$ cat config.mk
export PLATFORM = sky130hd
export DESIGN_NAME = fifo_wr_arb_flat
export DESIGN_NICKNAME = d
export VERILOG_FILES = /design/src/rtl/fifo_wr_arb_pkg.sv /design/src/rtl/fifo_wr_arb_if.sv /design/src/rtl/fifo_wr_arb_rr_arb3.sv /design/src/rtl/fifo_wr_arb.sv /design/src/flat_wrapper.sv
export SDC_FILE = /design/constraint.sdc
export NUM_CORES = 1
export LEC_CHECK = 0
export CORE_AREA = 2 2 77 86
export DETAILED_ROUTE_END_ITERATION = 7
export DIE_AREA = 0 0 79 88
export HOLD_SLACK_MARGIN = 0.1
export PLACE_DENSITY_LB_ADDON = 0.05
export SYNTH_ARGS = -nofsm -noshare
export SYNTH_HDL_FRONTEND = slang
export SYNTH_HIERARCHICAL = 1
export SYNTH_SLANG_ARGS = --single-unit
$ cat constraint.sdc
create_clock -name clk -period 2.95 [get_ports clk]
set_input_delay 0.7375 -clock clk [delete_from_list [all_inputs] [get_ports clk]]
set_output_delay 0.7375 -clock clk [all_outputs]
set_load 0.005 [all_outputs]
$ cat src/rtl/fifo_wr_arb_pkg.sv
// Shared types and constants for the TX FIFO write-port scheduler.
// Covers the FSM state encoding, requester indices and frame lengths.
package fifo_wr_arb_pkg;

  typedef enum logic [1:0] {
    IDLE  = 2'd0,
    SEND0 = 2'd1,
    SEND1 = 2'd2
  } state_e;

  typedef logic [1:0] req_idx_t;
  typedef logic [1:0] flen_t;

  localparam int       NUM_REQ  = 3;
  localparam req_idx_t REQ_REG  = 2'd0;
  localparam req_idx_t REQ_ALU  = 2'd1;
  localparam req_idx_t REQ_STAT = 2'd2;

  localparam flen_t FLEN_1B = 2'd1;
  localparam flen_t FLEN_2B = 2'd2;

  // Cyclic successor over the requester indices (STAT wraps back to REG).
  function automatic req_idx_t next_idx(input req_idx_t idx);
    return (idx == REQ_STAT) ? REQ_REG : req_idx_t'(idx + 2'd1);
  endfunction

endpackage

$ cat src/rtl/fifo_wr_arb_if.sv
// Producer request/data/ack bundle plus the FIFO write-side signals.
// The master side drives the requests; the scheduler is the slave side.
interface fifo_wr_arb_if #(
  parameter int DATA_WD = 8
) ();

  logic                   reg_req;
  logic [DATA_WD-1:0]     reg_data;
  logic                   alu_req;
  logic [2*DATA_WD-1:0]   alu_data;
  logic                   stat_req;
  logic [DATA_WD-1:0]     stat_data;
  logic                   fifo_full;
  logic                   wr_inc;
  logic [DATA_WD-1:0]     fifo_wr_data;
  logic                   reg_ack;
  logic                   alu_ack;
  logic                   stat_ack;
  logic                   busy;

  modport master (
    output reg_req, reg_data, alu_req, alu_data, stat_req, stat_data, fifo_full,
    input  wr_inc, fifo_wr_data, reg_ack, alu_ack, stat_ack, busy
  );

  modport slave (
    input  reg_req, reg_data, alu_req, alu_data, stat_req, stat_data, fifo_full,
    output wr_inc, fifo_wr_data, reg_ack, alu_ack, stat_ack, busy
  );

endinterface

$ cat src/rtl/fifo_wr_arb_rr_arb3.sv
// Three-way round-robin arbiter. Search starts after the last granted index.
// The last-grant pointer moves only when upd_en is high.
module rr_arb3
  import fifo_wr_arb_pkg::*;
(
  input  logic               clk,
  input  logic               rst_n,
  input  logic [NUM_REQ-1:0] req,
  input  logic               upd_en,
  output logic [NUM_REQ-1:0] gnt,
  output req_idx_t           gnt_idx
);

  req_idx_t last_q;
  req_idx_t cand;
  logic     found;

  always_comb begin
    gnt     = '0;
    gnt_idx = REQ_REG;
    cand    = last_q;
    found   = 1'b0;
    for (int i = 0; i < NUM_REQ; i++) begin
      cand = next_idx(cand);
      if (!found && req[cand]) begin
        found   = 1'b1;
        gnt_idx = cand;
      end
    end
    if (found) begin
      gnt[gnt_idx] = 1'b1;
    end
  end

  // Starting at STAT makes REG the first choice out of reset.
  always_ff @(posedge clk or negedge rst_n) begin
    if (!rst_n) begin
      last_q <= REQ_STAT;
    end else if (upd_en) begin
      last_q <= gnt_idx;
    end
  end

endmodule

$ cat src/rtl/fifo_wr_arb.sv
// Round-robin scheduler sharing the TX FIFO write port between the register,
// ALU (2 bytes, LSB first) and status producers, with FIFO_FULL backpressure.
module fifo_wr_arb
  import fifo_wr_arb_pkg::*;
#(
  parameter int DATA_WD = 8
) (
  input  logic          clk,
  input  logic          rst_n,
  fifo_wr_arb_if.slave  bus
);

  state_e               state_q, state_d;
  logic [2*DATA_WD-1:0] hold_q, hold_d;
  req_idx_t             gidx_q;
  flen_t                flen_q;

  logic [NUM_REQ-1:0]   req_vec;
  logic [NUM_REQ-1:0]   gnt;
  req_idx_t             gnt_idx;
  logic                 upd_en;
  logic                 last_byte;

  assign req_vec = {bus.stat_req, bus.alu_req, bus.reg_req};
  assign upd_en  = (state_q == IDLE) && (|req_vec);

  rr_arb3 u_rr_arb3 (
    .clk     (clk),
    .rst_n   (rst_n),
    .req     (req_vec),
    .upd_en  (upd_en),
    .gnt     (gnt),
    .gnt_idx (gnt_idx)
  );

  always_comb begin
    hold_d = '0;
    case (gnt_idx)
      REQ_REG:  hold_d = {{DATA_WD{1'b0}}, bus.reg_data};
      REQ_ALU:  hold_d = bus.alu_data;
      REQ_STAT: hold_d = {{DATA_WD{1'b0}}, bus.stat_data};
      default:  hold_d = '0;
    endcase
  end

  // The FSM only advances past a byte on a cycle where the FIFO accepts it.
  always_comb begin
    state_d          = state_q;
    bus.wr_inc       = 1'b0;
    bus.fifo_wr_data = '0;
    last_byte        = 1'b0;
    case (state_q)
      IDLE: begin
        if (upd_en) begin
          state_d = SEND0;
        end
      end
      SEND0: begin
        bus.fifo_wr_data = hold_q[DATA_WD-1:0];
        bus.wr_inc       = ~bus.fifo_full;
        if (!bus.fifo_full) begin
          if (flen_q == FLEN_2B) begin
            state_d = SEND1;
          end else begin
            last_byte = 1'b1;
            state_d   = IDLE;
          end
        end
      end
      SEND1: begin
        bus.fifo_wr_data = hold_q[2*DATA_WD-1:DATA_WD];
        bus.wr_inc       = ~bus.fifo_full;
        if (!bus.fifo_full) begin
          last_byte = 1'b1;
          state_d   = IDLE;
        end
      end
      default: state_d = IDLE;
    endcase
  end

  assign bus.reg_ack  = last_byte && (gidx_q == REQ_REG);
  assign bus.alu_ack  = last_byte && (gidx_q == REQ_ALU);
  assign bus.stat_ack = last_byte && (gidx_q == REQ_STAT);
  assign bus.busy     = (state_q != IDLE);

  always_ff @(posedge clk or negedge rst_n) begin
    if (!rst_n) begin
      state_q <= IDLE;
      hold_q  <= '0;
      gidx_q  <= REQ_REG;
      flen_q  <= FLEN_1B;
    end else begin
      state_q <= state_d;
      if (upd_en) begin
        hold_q <= hold_d;
        gidx_q <= gnt_idx;
        flen_q <= (gnt_idx == REQ_ALU) ? FLEN_2B : FLEN_1B;
      end
    end
  end

endmodule

$ cat src/flat_wrapper.sv
// flat-port wrapper written by rule: the top's interface ports become plain ports
module fifo_wr_arb_flat import fifo_wr_arb_pkg::*;
#(
  parameter int DATA_WD = 8
)
  (clk, rst_n, bus_reg_req, bus_reg_data, bus_alu_req, bus_alu_data, bus_stat_req, bus_stat_data, bus_fifo_full, bus_wr_inc, bus_fifo_wr_data, bus_reg_ack, bus_alu_ack, bus_stat_ack, bus_busy);
  fifo_wr_arb_if #(.DATA_WD(DATA_WD)) bus_i ();
  input  logic clk;
  input  logic rst_n;
  input wire logic [$bits(bus_i.reg_req)-1:0] bus_reg_req;
  input wire logic [$bits(bus_i.reg_data)-1:0] bus_reg_data;
  input wire logic [$bits(bus_i.alu_req)-1:0] bus_alu_req;
  input wire logic [$bits(bus_i.alu_data)-1:0] bus_alu_data;
  input wire logic [$bits(bus_i.stat_req)-1:0] bus_stat_req;
  input wire logic [$bits(bus_i.stat_data)-1:0] bus_stat_data;
  input wire logic [$bits(bus_i.fifo_full)-1:0] bus_fifo_full;
  output wire logic [$bits(bus_i.wr_inc)-1:0] bus_wr_inc;
  output wire logic [$bits(bus_i.fifo_wr_data)-1:0] bus_fifo_wr_data;
  output wire logic [$bits(bus_i.reg_ack)-1:0] bus_reg_ack;
  output wire logic [$bits(bus_i.alu_ack)-1:0] bus_alu_ack;
  output wire logic [$bits(bus_i.stat_ack)-1:0] bus_stat_ack;
  output wire logic [$bits(bus_i.busy)-1:0] bus_busy;
  assign bus_i.reg_req = bus_reg_req;
  assign bus_i.reg_data = bus_reg_data;
  assign bus_i.alu_req = bus_alu_req;
  assign bus_i.alu_data = bus_alu_data;
  assign bus_i.stat_req = bus_stat_req;
  assign bus_i.stat_data = bus_stat_data;
  assign bus_i.fifo_full = bus_fifo_full;
  assign bus_wr_inc = bus_i.wr_inc;
  assign bus_fifo_wr_data = bus_i.fifo_wr_data;
  assign bus_reg_ack = bus_i.reg_ack;
  assign bus_alu_ack = bus_i.alu_ack;
  assign bus_stat_ack = bus_i.stat_ack;
  assign bus_busy = bus_i.busy;
  fifo_wr_arb #(.DATA_WD(DATA_WD)) u_core (.clk(clk), .rst_n(rst_n), .bus(bus_i));
endmodule
After elaboration in Yosys (flattened, before gate mapping)
Cells that the tools add are included.
- bits in registers: 24
- input port bits: 38
- output and inout port bits: 13
- logic and storage cells: 67
- $add $sub $neg: 3
- $lt $le $gt $ge: 3
- equal/unequal tests: 13
- mux-type cells: 27
- bitwise operators: 1
- reduce and logical (&&, ||, !) cells: 15
- operators by type and width (kind ; count):
    16-bit one-hot mux with 3 select lines ; 1
    2-bit two-way mux ; 11
    8-bit one-hot mux with 2 select lines ; 1
    2-bit == test, second input constant ; 7
    2-bit by 3-bit < comparator with 1-bit output, second input constant ; 3
    1-bit two-way mux ; 9
    2-bit by 1-bit adder with 2-bit output, second input constant ; 3
    1-bit binary-select mux with 2-bit select ; 3
    2-bit by 1-bit == test with 1-bit output, second input constant ; 3
    1-bit logical AND ; 6
    2-bit logical NOT ; 3
    2-bit inequality test, second input constant ; 3
    2-bit one-hot mux with 3 select lines ; 1
    3-bit AND reduction ; 1
    3-bit OR reduction ; 1
    1-bit logical NOT ; 2
    1-bit one-hot mux with 2 select lines ; 1
    2-bit nonzero test ; 1
    2-bit OR reduction ; 1
    1-bit NOT ; 1

Depth between registers and ports, before layout
Gate-level depths: netlist (run 1).
- word-level depth: 13
- depth in mapped cells: 9
- depth with buffers taken out: 6

Cells and area by module
Netlist (run 1), hierarchy kept.
- modules (own cells, without submodules) (module ; times used ; cells an instance ; area an instance (µm²) ; seq. area each (µm²)):
    fifo_wr_arb ; 1 ; 138 ; 1308.8 ; 551.8
    rr_arb3 ; 1 ; 21 ; 173.9 ; 51.3

Least setup slack after synthesis (run 1)
Ideal clock, no wire load.
- path kind: input to output
- start point: in bus_fifo_full
- end point: out bus_stat_ack
- data arrival time: 1.240 ns
- required time: 2.213 ns
- path slack: 0.973 ns
- cell stages on the path: 2
- path buffers: 0
- path through: nand2b_1 > nor4b_1
- cells in the longest elaborated chain, start to end: 3
- elaborated cells on any way between the ends: 4
- those cells by class: 3 x mux; 1 x reduce/logical
- ends and longest elaborated chain (item ; line ; RTL):
    start, declared ; flat_wrapper.sv:16 ; input wire logic [$bits(bus_i.fifo_full)-1:0] bus_fifo_full;
    1-bit two-way mux (on tied branches) ; fifo_wr_arb.sv:73, fifo_wr_arb.sv:61 ;
    1-bit one-hot mux with 2 select lines (*) ; fifo_wr_arb.sv:52 ; case (state_q)
    1-bit logical AND (*) ; fifo_wr_arb.sv:84 ; assign bus.stat_ack = last_byte && (gidx_q == REQ_STAT);
    end, declared ; flat_wrapper.sv:21 ; output wire logic [$bits(bus_i.stat_ack)-1:0] bus_stat_ack;
Mark *: on every way between the ends. The rest lies on a longest branch, timed or not.

Final worst setup path (run 1)
- start point: in bus_fifo_full
- end point: out bus_reg_ack
- cells in the longest elaborated chain, start to end: 3
- elaborated cells on any way between the ends: 4
- those cells by class: 3 x mux; 1 x reduce/logical
- ends and longest elaborated chain (item ; line ; RTL):
    1-bit two-way mux (on tied branches) ; fifo_wr_arb.sv:73, fifo_wr_arb.sv:61 ;
    1-bit one-hot mux with 2 select lines (*) ; fifo_wr_arb.sv:52 ;
    1-bit logical AND (*) ; fifo_wr_arb.sv:82 ; assign bus.reg_ack = last_byte && (gidx_q == REQ_REG);
    end, declared ; flat_wrapper.sv:19 ; output wire logic [$bits(bus_i.reg_ack)-1:0] bus_reg_ack;
Marks and branches as above.

==> results of run 1 <==
==> through the flow <==
step                      setup slack (ns)  cell area [µm²]  power [mW]
after floorplan                      0.973             1460        1.14
after global placement              0.0207             2010        1.38
after detailed placement           -0.0511             2010        1.40
after CTS                          0.00996             2080        1.63
after global routing               -0.0279             2090        1.75
final                               0.0212             2090        1.61
==> registers in the layout, summed over array words and instances (netlist names) <==
name and flops:
u_core/gidx_q 2, u_core/flen_q 2, u_core/hold_q 16, u_core/u_rr_arb3/last_q 2
u_core/state_q 2
==> worst max-delay path: stages <==
cell and delay (ns):
clkdlybuf4s50_1 0.41, nand2b_2 0.22, nor4_1 0.27, clkdlybuf4s50_1 0.55
==> final cells by class <==
cell class | count | area (µm²) | share of cell area (%)
repair buffers | 58 | 566 | 27.1
multi-input cells | 115 | 739 | 35.5
well taps | 80 | 100 | 4.80
flip-flops and latches | 24 | 603 | 28.9
clock buffers | 4 | 55.1 | 2.64
inverters | 6 | 22.5 | 1.08
==> power groups by stage <==
stage	clock network, mW	registers [mW]	logic [mW]
2_1_floorplan	0	0.544	0.593
3_3_place_gp	0	0.575	0.808
3_5_place_dp	0	0.579	0.819
4_1_cts	0.234	0.574	0.826
5_1_grt	0.242	0.591	0.919
6_report	0.225	0.574	0.811
==> what timing repair did <==
| item | CTS | global route |
|---|---|---|
| setup endpoints to repair | 1 | 3 |
| resized for setup | 1 | 4 |
| hold endpoints to repair | 0 | 0 |
| cloned | 0 | 0 |
==> metal layers <==
| layer | global-route usage (%) | vias to the layer above | part of all wire, % |
|---|---|---|---|
| met3 | 2.06 | 2 | 5.0 |
| met2 | 19.5 | 36 | 48 |
| met5 | 0 | - | 0 |
| met4 | 3.76 | 0 | 1.2 |
| met1 | 14.5 | 578 | 46 |
| li1 | - | 642 | - |
==> path summary, 6_finish.rpt <==
path                                                              from                       endpoint  slack (ns)  cells after the start
worst max-delay path                                     bus_fifo_full                    bus_reg_ack        0.02                      4
worst min-delay path                     u_core/hold_q[13]$_DFFE_PN0P_  u_core/hold_q[13]$_DFFE_PN0P_        0.48                      2
worst max register to register  u_core/u_rr_arb3/last_q[1]$_DFFE_PN1P_   u_core/hold_q[5]$_DFFE_PN0P_        1.05                      5
worst min register to register           u_core/hold_q[13]$_DFFE_PN0P_  u_core/hold_q[13]$_DFFE_PN0P_        0.48                      2
max in group asynchronous                                        rst_n   u_core/flen_q[0]$_DFFE_PN1P_        1.82                      2
min in group asynchronous                                        rst_n   u_core/hold_q[8]$_DFFE_PN0P_        0.84                      2
==> reports/qor.yml, run 1 <==
leakagePower_nw: 0.926
cts.path.max_buffers: 2
power_frac_comb_pct: 50.4
clock_latency_ns: 0.26
post-route-period-util_pct: 99.3
first_pass_iters: 4
hold_path_class: "reg2reg"
gp_congestion: 0.761
die_w_um: 79
area_growth_pct: 43.1
endpoint_kind: "output pin"
clkTransAtPathRegs_ns: 0.08
arrival_ns: 2.19
p_clk_share_pct: 14.0
min_period_ns: 2.93
status: "finished clean"
rows: 30
hpwl_mm: 2.85
fin_hold_ws_ns: 0.477
io_buffer_count: 50
routed_wl_mm: 3.82
p_int_mw: 1.01
seq_power_share_pct: 35.7
antenna_found_initial: 0
critical_path.startpoint_type: "input pin"
cp_max_fo: 4
setup_viol: 0
via_per_inst: 4.38
mappedNetlistArea_um2: 1460
tightest_slew_ns: 0.658
hold_violations: 0
fin_nets: 249
slew_headroom_pct: 56.2
most-common-layout-cells: "clkdlybuf4s50_1, nand2_1, dfrtp_1"
slew_viol_final: 0
avgSynthCellArea_um2: 9.40
final_common_cell: "clkdlybuf4s50_1"
overflow: 0
syn_nets: 196
cts_buffers: 3
yosysWarningCount: 6
grt_pass1_vias: 1293
power_density_nw_per_um2: 772
drive_gt1_share_pct: 10.1
diodes: 0
fin_util_pct: 34.3
grt_max_degree: 29
drc: 0
syn_inst: 155
fin_skew_ns: 0.00301
track_usage_pct: 11.4
vias: 1258
die-area_um2: 6950
fill_cells: 654
peakVddDrop_mv: 0.200
crit_required_ns: 2.21
grt_first_pass_wirelength_mm: 6.24
clockRootBuffer: "clkbuf_8"
htree_levels: 1
dp.cells: 283
die-height_um: 88
post_cts_buffers: 0
start_util_pct: 24.0
worstSetupPathType: "in2out"
cts_hold_buf: 0
cts_sinks: 24
core_area_um2: 6080
drv_cap: 0
drtAntennaViolNets: 0
setup_tns_ns: 0
cts_tree: "yes"
switching_share_pct: 37.6
wire_per_inst_um: 13.3
pin_count: 51
dr.first_iter.drc_count: 64
rsz0062_at_grt: "true"
stdcell_count: 287
p_switching_mw: 0.605
max_freq_mhz: 341
Power figures use the tool's default switching activity.
==> run 2: changes to the inputs <==
--- a/config.mk
+++ b/config.mk
@@ -5,9 +5,10 @@
 export SDC_FILE = /design/constraint.sdc
 export NUM_CORES = 1
 export LEC_CHECK = 0
-export CORE_AREA = 2 2 77 86
+export CORE_AREA = 4 4 79 88
 export DETAILED_ROUTE_END_ITERATION = 7
-export DIE_AREA = 0 0 79 88
+export DIE_AREA = 0 0 83 92
+export GPL_ROUTABILITY_DRIVEN = 0
 export HOLD_SLACK_MARGIN = 0.1
 export PLACE_DENSITY_LB_ADDON = 0.05
 export SYNTH_ARGS = -nofsm -noshare
==> run 2 against run 1 <==
  * Cell area is 0.90% higher
  * Clock skew is 0.00097 ns higher
  * Register-to-register slack hardly changed
  * Count of clock-buffer cells in the layout is 1 lower
  * Hold slack better by 0.0039 ns
  * Fmax is 0.62% higher
  * Sequential share of layout area is 0.26 points lower
  * Combinational power is 0.5% higher
  * Cell count is 0.35% lower
  * Power is 4.4% higher
  * Largest power group unchanged
  * Highest routed layer unchanged
==> reports/qor.yml, run 2 (synthesis gave the netlist of run 1 again) <==
drv_cap: 0  # unchanged
drive_gt1_share_pct: 11.2  # +1.0 points
overflow: 0  # unchanged
startpoint: "bus_fifo_full"
drc: 0  # unchanged
cp_max_fo: 4  # unchanged
largest_reg_flops: 16  # unchanged
hold_violations: 0  # unchanged
via_per_inst: 4.39  # +0.11%
clockRootBuffer: "clkbuf_8"
track_usage_pct: 10.3  # -1.1 points
leakagePower_nw: 0.892  # -3.7%
first_pass_iters: 4  # unchanged
endpoint_kind: "output pin"
cts_buffers: 3  # unchanged
htree_levels: 1  # unchanged
most-common-layout-cells: "clkdlybuf4s50_1, nand2_1, dfrtp_1"
area_growth_pct: 44.4
pre_cts_slack_ns: -0.0188  # +0.0323 ns
antenna_found_initial: 0  # unchanged
diodes: 0  # unchanged
r2r_slack_ns: 1.06  # about the same
ff_latch_area_um2: 603  # unchanged
fin_hold_ws_ns: 0.480  # +0.00385 ns
cts_sinks: 24  # unchanged
hold_path_class: "reg2reg"
path_cells: "clkdlybuf4s50_1, nand2b_2, nor4b_2, clkdlybuf4s50_1"
max_freq_mhz: 344  # +0.62%
min-delay-start: "u_core/hold_q[15]$_DFFE_PN0P_"
grt_pass1_vias: 1282  # -0.85%
post-route-period-util_pct: 98.7  # -0.61 points
peakVddDrop_mv: 0.310  # +55%
rows: 30  # unchanged
die-height_um: 92  # +4.5%
crit_required_ns: 2.21  # about the same
die-area_um2: 7640  # +9.8%
start_util_pct: 24.0  # unchanged
clock_latency_ns: 0.27  # about the same
fin_nets: 248  # -0.40%
critical_path.startpoint_type: "input pin"
rr_startpoint: "u_core/u_rr_arb3/last_q[1]$_DFFE_PN1P_"
post_cts_buffers: 0  # unchanged
cpMaxStageDelayCell: "clkdlybuf4s50_1"
tightest_slew_ns: 0.646  # -0.0118 ns
status: "finished clean"
die_w_um: 83  # +5.1%
cts_tree: "yes"
multi_input_area_um2: 754  # +2.0%
max_stage_delay_ns: 0.53  # -0.02 ns
grt_first_pass_wirelength_mm: 6.32  # +1.2%
path_common_cell: "clkdlybuf4s50_1"
clkTransAtPathRegs_ns: 0.08  # about the same
arrival_ns: 2.17  # -0.02 ns
setup_viol: 0  # unchanged
routed_wl_mm: 3.78  # -0.94%
final_common_cell: "clkdlybuf4s50_1"
fin_skew_ns: 0.00398  # +0.000969 ns
fill_cells: 643  # -1.7%
hpwl_mm: 2.85  # +0.27%
setup_ws_ns: 0.0393  # +0.0181 ns
cts.path.max_buffers: 2  # unchanged
fin_util_pct: 34.6  # +0.31 points
min_period_ns: 2.91  # -0.0181 ns
core_area_um2: 6080  # unchanged
slew_viol_final: 0  # unchanged
grt_max_degree: 29  # unchanged
dr.first_iter.drc_count: 66  # +3.1%
power_density_nw_per_um2: 799  # +3.5%
slew_headroom_pct: 57.0  # +0.79 points
rsz0062_at_grt: "false"
vias: 1255  # -0.24%
pin_count: 51  # unchanged
top_register: "u_core/hold_q"
wire_per_inst_um: 13.2  # -0.60%
io_buffer_count: 50  # unchanged
drtAntennaViolNets: 0  # unchanged
worstSetupPathType: "in2out"
==> run 2: repair_timing <==
item	CTS	global route
endpoints found under the hold margin	0	0
gates resized for setup	2	4
hold buffers	0	0
setup endpoints to repair	1	3
==> run 2: area by class of cell <==
class | count | area share (%)
multi-input combinational | 115 | 35.9
inverter | 6 | 1.07
timing repair buffer | 57 | 26.3
clock buffer | 3 | 1.96
sequential | 24 | 28.7
tap | 80 | 4.76
clock inverter | 1 | 1.43
==> run 2: critical path, delay by kind of cell <==
kind | cells | cell delay [ns]
buffers and inverters | 2 | 0.95
and+or+nand+nor | 2 | 0.49
==> run 2: worst paths after layout <==
path	endpoint	cells after the start
max in group asynchronous	u_core/u_rr_arb3/last_q[1]$_DFFE_PN1P_	2
worst min-delay path	u_core/hold_q[15]$_DFFE_PN0P_	2
min in group asynchronous	u_core/hold_q[8]$_DFFE_PN0P_	2
worst max-delay path	bus_stat_ack	4
worst max register to register	u_core/hold_q[0]$_DFFE_PN0P_	5
worst min register to register	u_core/hold_q[15]$_DFFE_PN0P_	2
==> run 2: per-layer routing <==
metal / track usage [%] / vias to the layer above / wire [µm]
met4: 4.50 / 0 / 36
met1: 13.1 / 576 / 1780
met2: 16.8 / 34 / 1770
met3: 1.89 / 2 / 194
li1: - / 643 / -
met5: 0 / - / 0
==> run 2: through the flow <==
stage / area [µm²] / power [mW] / setup TNS, ns / std cells
6_report: 2100 / 1.68 / 0 / 286
5_1_grt: 2100 / 1.84 / 0 / 286
4_1_cts: 2090 / 1.70 / 0 / 286
3_5_place_dp: 2010 / 1.39 / -0.0188 / 282
3_3_place_gp: 2010 / 1.38 / -0.00199 / 282
2_1_floorplan: 1460 / 1.14 / 0 / 155
==> run 2: power breakdown <==
group	internal, mW	switching, mW	total (mW)
clock	0.181	0.108	0.290
sequential	0.473	0.104	0.577
combinational	0.413	0.402	0.815
total	1.07	0.614	1.68
==> run 3: changes to the inputs <==
--- a/config.mk
+++ b/config.mk
@@ -8,7 +8,6 @@
 export CORE_AREA = 4 4 79 88
 export DETAILED_ROUTE_END_ITERATION = 7
 export DIE_AREA = 0 0 83 92
-export GPL_ROUTABILITY_DRIVEN = 0
 export HOLD_SLACK_MARGIN = 0.1
 export PLACE_DENSITY_LB_ADDON = 0.05
 export SYNTH_ARGS = -nofsm -noshare
==> results of run 3 <==
No change in the layout: final DEF, timing and power equal those of run 2.
